**src/rtl/div_unit_pkg.sv**
```systemverilog
// Shared definitions for the EX-stage divider: FSM state codes and handshake levels.
// Imported by div_unit; the pipeline-wide Stop/ZeroWord/DoubleRegBus names live here too.
package div_unit_pkg;

  typedef enum logic [1:0] {
    DivFree   = 2'b00,
    DivByZero = 2'b01,
    DivOn     = 2'b10,
    DivEnd    = 2'b11
  } div_state_e;

  localparam logic DivResultReady    = 1'b1;
  localparam logic DivResultNotReady = 1'b0;
  localparam logic DivStart          = 1'b1;
  localparam logic DivStop           = 1'b0;

  localparam logic        Stop     = 1'b1;
  localparam logic [31:0] ZeroWord = 32'h0000_0000;

  typedef logic [63:0] double_reg_bus_t;

endpackage

```
**src/rtl/div_unit.sv**
```systemverilog
// Multi-cycle radix-2 restoring divider for DIV/DIVU in EX; stalls the pipeline while busy.
// One quotient bit per cycle on magnitudes, sign fix-up applied once at the end.
module div_unit
  import div_unit_pkg::*;
#(
  parameter int DATA_W = 32
) (
  input  logic                  clk,
  input  logic                  rst,
  input  logic                  signed_div_i,
  input  logic [DATA_W-1:0]     opdata1_i,
  input  logic [DATA_W-1:0]     opdata2_i,
  input  logic                  start_i,
  input  logic                  annul_i,
  output logic [2*DATA_W-1:0]   result_o,
  output logic                  ready_o,
  output logic                  stallreq_o
);

  localparam int CW = $clog2(DATA_W + 1);

  div_state_e           state_reg;
  logic [CW-1:0]        cnt_reg;
  logic [2*DATA_W:0]    working_reg;
  logic [DATA_W-1:0]    divisor_reg;
  logic                 sign1_reg;
  logic                 sign2_reg;
  logic                 signed_reg;

  logic [DATA_W-1:0]    abs1;
  logic [DATA_W-1:0]    abs2;
  logic [DATA_W:0]      diff;
  logic [2*DATA_W:0]    working_next;
  logic [DATA_W-1:0]    quot_fin;
  logic [DATA_W-1:0]    rem_fin;

  always_comb begin
    abs1 = opdata1_i;
    abs2 = opdata2_i;
    if (signed_div_i && opdata1_i[DATA_W-1]) abs1 = {DATA_W{1'b0}} - opdata1_i;
    if (signed_div_i && opdata2_i[DATA_W-1]) abs2 = {DATA_W{1'b0}} - opdata2_i;
  end

  // Trial subtraction of the divisor from the upper half; a borrow means the bit is 0.
  always_comb begin
    diff = working_reg[2*DATA_W:DATA_W] - {1'b0, divisor_reg};
    if (diff[DATA_W])
      working_next = {working_reg[2*DATA_W-1:0], 1'b0};
    else
      working_next = {diff[DATA_W-1:0], working_reg[DATA_W-1:0], 1'b1};
  end

  always_comb begin
    quot_fin = working_reg[DATA_W-1:0];
    rem_fin  = working_reg[2*DATA_W:DATA_W+1];
    if (signed_reg && (sign1_reg ^ sign2_reg)) quot_fin = {DATA_W{1'b0}} - working_reg[DATA_W-1:0];
    if (signed_reg && sign1_reg) rem_fin = {DATA_W{1'b0}} - working_reg[2*DATA_W:DATA_W+1];
  end

  assign stallreq_o = (start_i & ~ready_o & ~annul_i) ? Stop : ~Stop;

  always_ff @(posedge clk or negedge rst) begin
    if (!rst) begin
      state_reg   <= DivFree;
      cnt_reg     <= '0;
      working_reg <= '0;
      divisor_reg <= '0;
      sign1_reg   <= 1'b0;
      sign2_reg   <= 1'b0;
      signed_reg  <= 1'b0;
      ready_o     <= DivResultNotReady;
      result_o    <= '0;
    end else begin
      case (state_reg)
        DivFree: begin
          ready_o  <= DivResultNotReady;
          result_o <= '0;
          if (start_i == DivStart && !annul_i) begin
            if (opdata2_i == '0) begin
              state_reg <= DivByZero;
            end else begin
              state_reg   <= DivOn;
              cnt_reg     <= '0;
              working_reg <= {{DATA_W{1'b0}}, abs1, 1'b0};
              divisor_reg <= abs2;
              sign1_reg   <= opdata1_i[DATA_W-1];
              sign2_reg   <= opdata2_i[DATA_W-1];
              signed_reg  <= signed_div_i;
            end
          end
        end
        DivByZero: begin
          working_reg <= '0;
          result_o    <= '0;
          state_reg   <= DivEnd;
        end
        DivOn: begin
          if (annul_i) begin
            state_reg <= DivFree;
            ready_o   <= DivResultNotReady;
            result_o  <= '0;
          end else if (cnt_reg != CW'(DATA_W)) begin
            working_reg <= working_next;
            cnt_reg     <= cnt_reg + CW'(1);
          end else begin
            result_o  <= {rem_fin, quot_fin};
            ready_o   <= DivResultReady;
            state_reg <= DivEnd;
          end
        end
        DivEnd: begin
          // Result stays valid until EX drops start, so the instruction advances once.
          if (annul_i || start_i == DivStop) begin
            state_reg <= DivFree;
            ready_o   <= DivResultNotReady;
            result_o  <= '0;
          end else begin
            ready_o <= DivResultReady;
          end
        end
        default: state_reg <= DivFree;
      endcase
    end
  end

endmodule

```
**config.mk**
```make
export PLATFORM = sky130hd
export DESIGN_NAME = div_unit
export DESIGN_NICKNAME = d
export VERILOG_FILES = /design/src/rtl/div_unit_pkg.sv /design/src/rtl/div_unit.sv
export SDC_FILE = /design/constraint.sdc
export NUM_CORES = 1
export LEC_CHECK = 0
export ABC_AREA = 0
export ABC_CLOCK_PERIOD_IN_PS = 4400
export BUFFER_PORTS_ARGS = -buffer_cell sky130_fd_sc_hd__buf_2
export CAP_MARGIN = 0
export CORE_MARGIN = 2
export CORE_UTILIZATION = 60
export CTS_BUF_LIST = sky130_fd_sc_hd__clkbuf_2 sky130_fd_sc_hd__clkbuf_4 sky130_fd_sc_hd__clkbuf_8
export DETAILED_ROUTE_END_ITERATION = 8
export PLACE_DENSITY = 0.88
export REMOVE_ABC_BUFFERS = 1
export SYNTH_ARGS = -nofsm -noshare
export SYNTH_HDL_FRONTEND = slang
export SYNTH_SLANG_ARGS = --single-unit
```
**constraint.sdc**
```tcl
create_clock -name clk -period 4.4 [get_ports clk]
set_input_delay 0.88 -clock clk [delete_from_list [all_inputs] [get_ports clk]]
set_output_delay 0.88 -clock clk [all_outputs]
set_load 0.02 [all_outputs]
```
# == Word level (Yosys, flattened, before mapping) ==
# Cells that the tools add are included.
# op_classes
n_reduce_logical,19
muxes,30
eq_ne,10
bitwise,7
addsub,6
# ops
cell,n
$mux W65,5
$pmux W65 S3,1
$mux W64,3
$pmux W64 S3,1
$mux W32,4
$sub A1 B32 Y32 const A,4
$sub A33 B32 Y33,1
$logic_not A32 Y1,1
$mux W6,4
$pmux W6 S2,1
$mux W2,5
$ne A2 B2 Y1 const B,5
$reduce_and A5 Y1,2
$pmux W2 S4,1
$add A6 B1 Y6 const B,1
$ne A6 B6 Y1 const B,1
$reduce_and A3 Y1,2
$reduce_bool A3 Y1,2
$logic_and A1 B1 Y1,5
$eq A2 B2 Y1 const B,2
$mux W1,4
$not A1 Y1,4
$reduce_and A2 Y1,2
$ne A3 B3 Y1 const B,1
other kinds (9),10
# word_totals
register_bits,173
inputBits,69
out_inout_bits,66

# == Longest topological paths before layout ==
# logic_depth
word_depth,6
ltp_mapped,13
mapped_depth_nobuf,11

# == Worst setup path after synthesis ==
# No wires, ideal clock.
# synth_timing
kind,in2reg
from,input port opdata1_i[16]
to,register working_reg[28]
arrival_time_ns,3.023
n_path_buf,0
cell_stages,7
required_time_ns,4.266
path_slack_ns,1.243
setup_ns,0.134
path_cell_list,or4_4 > or3_4 > or4_2 > o31ai_1 > xor2_1 > a2bb2oi_1 > o21ai_0
# synth_between
elab_chain_cells,5
# synth_lines
element,line,text
"start, declared",div_unit.sv:11,"input logic [DATA_W-1:0] opdata1_i,"
$sub A1 B32 Y32,div_unit.sv:40,if (signed_div_i && opdata1_i[DATA_W-1]) abs1 = {DATA_W{1'b0}} - opdata1_i;
$mux W32,div_unit.sv:40,
$mux W65,div_unit.sv:79,if (opdata2_i == '0) begin
$mux W65,div_unit.sv:78,if (start_i == DivStart && !annul_i) begin
$pmux W65 S3,div_unit.sv:74,case (state_reg)
"end signal, assigned",div_unit.sv:84,"working_reg <= {{DATA_W{1'b0}}, abs1, 1'b0};"
"end signal, assigned",div_unit.sv:103,working_reg <= working_next;
"end, declared",div_unit.sv:24,logic [2*DATA_W:0] working_reg;
# Every way passes these cells. The select of a mux whose other input is x is not followed.
# A chain may end at the register's enable or synchronous reset.

# == Worst setup path in the final report ==
# layout_timing
from,register working_reg[32]
to,register working_reg[34]
# layout_between
elab_chain_cells,5
# layout_lines
element,line,text
$sub A33 B32 Y33,div_unit.sv:46,"diff = working_reg[2*DATA_W:DATA_W] - {1'b0, divisor_reg};"
$mux W65,div_unit.sv:47,if (diff[DATA_W])
$mux W65,div_unit.sv:102,end else if (cnt_reg != CW'(DATA_W)) begin
$mux W65,div_unit.sv:98,if (annul_i) begin
$pmux W65 S3,div_unit.sv:74,
# Every way passes these cells. The select of a mux whose other input is x is not followed.

==> flow_summary.toml <==
[status]
status = "finished clean"

[timing]
relSlewSlack_pct = 35.1
skew_ps = 24.0
fin_crit_ps = 3880
fmax_mhz = 258
finalCritPeriodShare_pct = 88.1
setup_ws_ps = 523
worstMarginPinSlew_ps = 974
rsz0062_at_grt = "false"
finalHoldViolCount = 0
maxSlewViolCount = 0
setup_viol = 0

[setup_path]
start_kind = "flip-flop"
crit_start = "working_reg[32]"
arrival_ps = 4260
crit_path_end = "working_reg[34]"
cp_data_required_time_ps = 4780
reg2reg_to = "working_reg[34]"
path_class = "reg -> reg"
worst-path-max-fanout = 8
r2r_start = "working_reg[32]"
end_kind = "flip-flop"
rr_worst_depth = 13
rrSetupSlack_ps = 520

[synth]
synthTopCellsByCount = "217 x nand2_1, 176 x o21ai_0, 173 x dfrtp_1"
syn-cell-area_um2 = 11700
yosysMostFrequentCell = "nand2_1"
synth-seq-cells = 173
netlist_instances = 1421
yosysSeqAreaShare_pct = 36.9
yosys_most_used_dff = "dfrtp_1"
avgSynthCellArea_um2 = 8.27
synth_top_cell_by_area = "dfrtp_1"
synth_top_area_share_pct = 36.9
synth.area.top_cells = "dfrtp_1 37%, o21ai_0 7.5%, xor2_1 7.2%"
synth_edf_count = 0
ys_warn_count = 0
synth_cell_types = 72
async_flop_share_pct = 100

[layout]
stdcell_area_um2 = 13100
areaGrowthSynthToFinish_pct = 11.2
drive_gt1_share_pct = 14.1
fillers = 1542
largest_reg_flops = 65
finalNetCount = 1626

[grt]
grt_max_degree = 94
grt_pass1_wl_um = 52400
overflow = 0
track_usage_pct = 32.1
grt_pass1_vias = 10499
antenna_found_initial = 2

[placement]
hpwl_um = 24000
pre_cts_ws_ps = 651
port_buffers = 134
dpl_cell_area_um2 = 12700
gp_congestion = 0.946

[die]
die_x_um = 144
die_h_um = 144
core-area_um2 = 19300
ioPinCount = 135
initial_core_util_pct = 60.8
rows = 51
dieArea_um2 = 20700

[power_and_ir_drop]
p_leak_nw = 5.97
peakVddDrop_uv = 328
p_per_area_nw_per_um2 = 495

[drt]
drt_iter0_markers = 1103
drt-wirelength-per-cell_um = 18.1
via_count = 11047
antenna_left = 0
dr.pass1.iters = 5
drcViolationCount = 0
viasPerCell = 6.16
drt-total-wl_um = 32500

[clock_tree]
clkSinkCount = 173
cts_resized = 0
cts_hold_buf = 0
post-cts-setup-buffers = 0
clk_pin_slew_ps = 110
numCtsBuffers = 17
cts-root-buf = "clkbuf_8"
h-tree-depth = 4
cts_tree = "done"
clk_path_buf_depth = 2
clk_latency_ps = 490

[run]
max_cap_violations = 0

[min_path]
hold_path_class = "in -> async"
worst max-delay path, stage by stage, from the launching register on:
cell	delay [ps]
dfrtp_1	410
inv_1	60
ha_1	240
fa_1	420
nor2b_1	200
o2111ai_1	190
a31oi_1	260
buf_4	180
o2111ai_1	220
and4b_1	310
a311oi_4	450
buf_4	280
mux2_2	350
o31ai_1	210
routing by layer:
| layer | GRT usage, % | routed length, um | vias to the layer above |
|---|---|---|---|
| li1 | - | - | 5223 |
| met1 | 42.4 | 13600 | 5248 |
| met2 | 51.5 | 15200 | 469 |
| met3 | 5.36 | 2310 | 107 |
| met4 | 14.9 | 1380 | 0 |
| met5 | 0 | 0 | - |
final cells by class:
| class | instances | area [um^2] | share of cell area, % |
|---|---|---|---|
| antenna | 2 | 5.00 | 0.0383 |
| clock buffer | 19 | 249 | 1.91 |
| clock inverter | 13 | 148 | 1.13 |
| inverter | 54 | 203 | 1.55 |
| multi-input combinational | 1116 | 6960 | 53.3 |
| sequential | 173 | 4330 | 33.2 |
| tap | 265 | 332 | 2.54 |
| timing repair buffer | 152 | 837 | 6.41 |
power breakdown:
group | switching (mW) | internal, mW | total (mW) | leakage, nW
Clock | 0.666 | 0.484 | 1.15 | 0.197
Sequential | 0.283 | 1.90 | 2.18 | 2.31
Combinational | 2.06 | 1.07 | 3.13 | 3.46
Total | 3.00 | 3.45 | 6.46 | 5.97
kinds of logic (layout without fill, tap and decap cells):
kind of cell	after synthesis	count (layout)	synth area share, %
AOI/OAI and AO/OA	425	425	21.7
xor gates and xnor gates	143	143	10.7
adders and majority gates	43	43	4.64
buffers and inverters	132	238	4.38
DFF	173	173	36.9
muxes	28	28	2.44
other	0	2	0
and+or+nand+nor	477	477	19.3
worst min-delay path by stage:
| stage | to | slack (ps) | startpoint |
|---|---|---|---|
| floorplan | divisor_reg[13] | 450 | divisor_reg[13] |
| global placement | result_o[14] | 460 | result_o[14] |
| detailed placement | result_o[36] | 460 | result_o[36] |
| CTS | cnt_reg[2] | 490 | rst |
| global route | result_o[24] | 510 | result_o[24] |
| finish | cnt_reg[2] | 460 | rst |
cells in the final DEF (no fill, tap or decap), drive strengths merged, types with 12 or more instances in the layout:
| cell type | n |
|---|---|
| dfrtp | 173 |
| buf | 152 |
| nand3 | 22 |
| nand2 | 217 |
| xnor2 | 46 |
| clkbuf | 19 |
| nor2 | 91 |
| ha | 42 |
| o41ai | 14 |
| mux2i | 23 |
| or4 | 16 |
| nor3 | 23 |
| a21o | 19 |
| o31ai | 49 |
| or3 | 22 |
| o21ai | 179 |
| nand4 | 18 |
| xor2 | 97 |
| inv | 61 |
| nor4 | 12 |
| a21oi | 100 |
stage by stage:
| stage | TNS (ps) | hold slack, ps | total power, mW | instances | utilization, % |
|---|---|---|---|---|---|
| floorplan | -92880 | 450 | 4.29 | 1343 | - |
| global placement | 0 | 455 | 5.14 | 1760 | 65.5 |
| detailed placement | 0 | 462 | 5.26 | 1760 | 65.5 |
| CTS | 0 | 487 | 6.40 | 1792 | 67.5 |
| global route | 0 | 512 | 6.90 | 1794 | 67.5 |
| finish | 0 | 459 | 6.46 | 1794 | 67.5 |
Note: power is estimated with default switching activity, not from simulation.
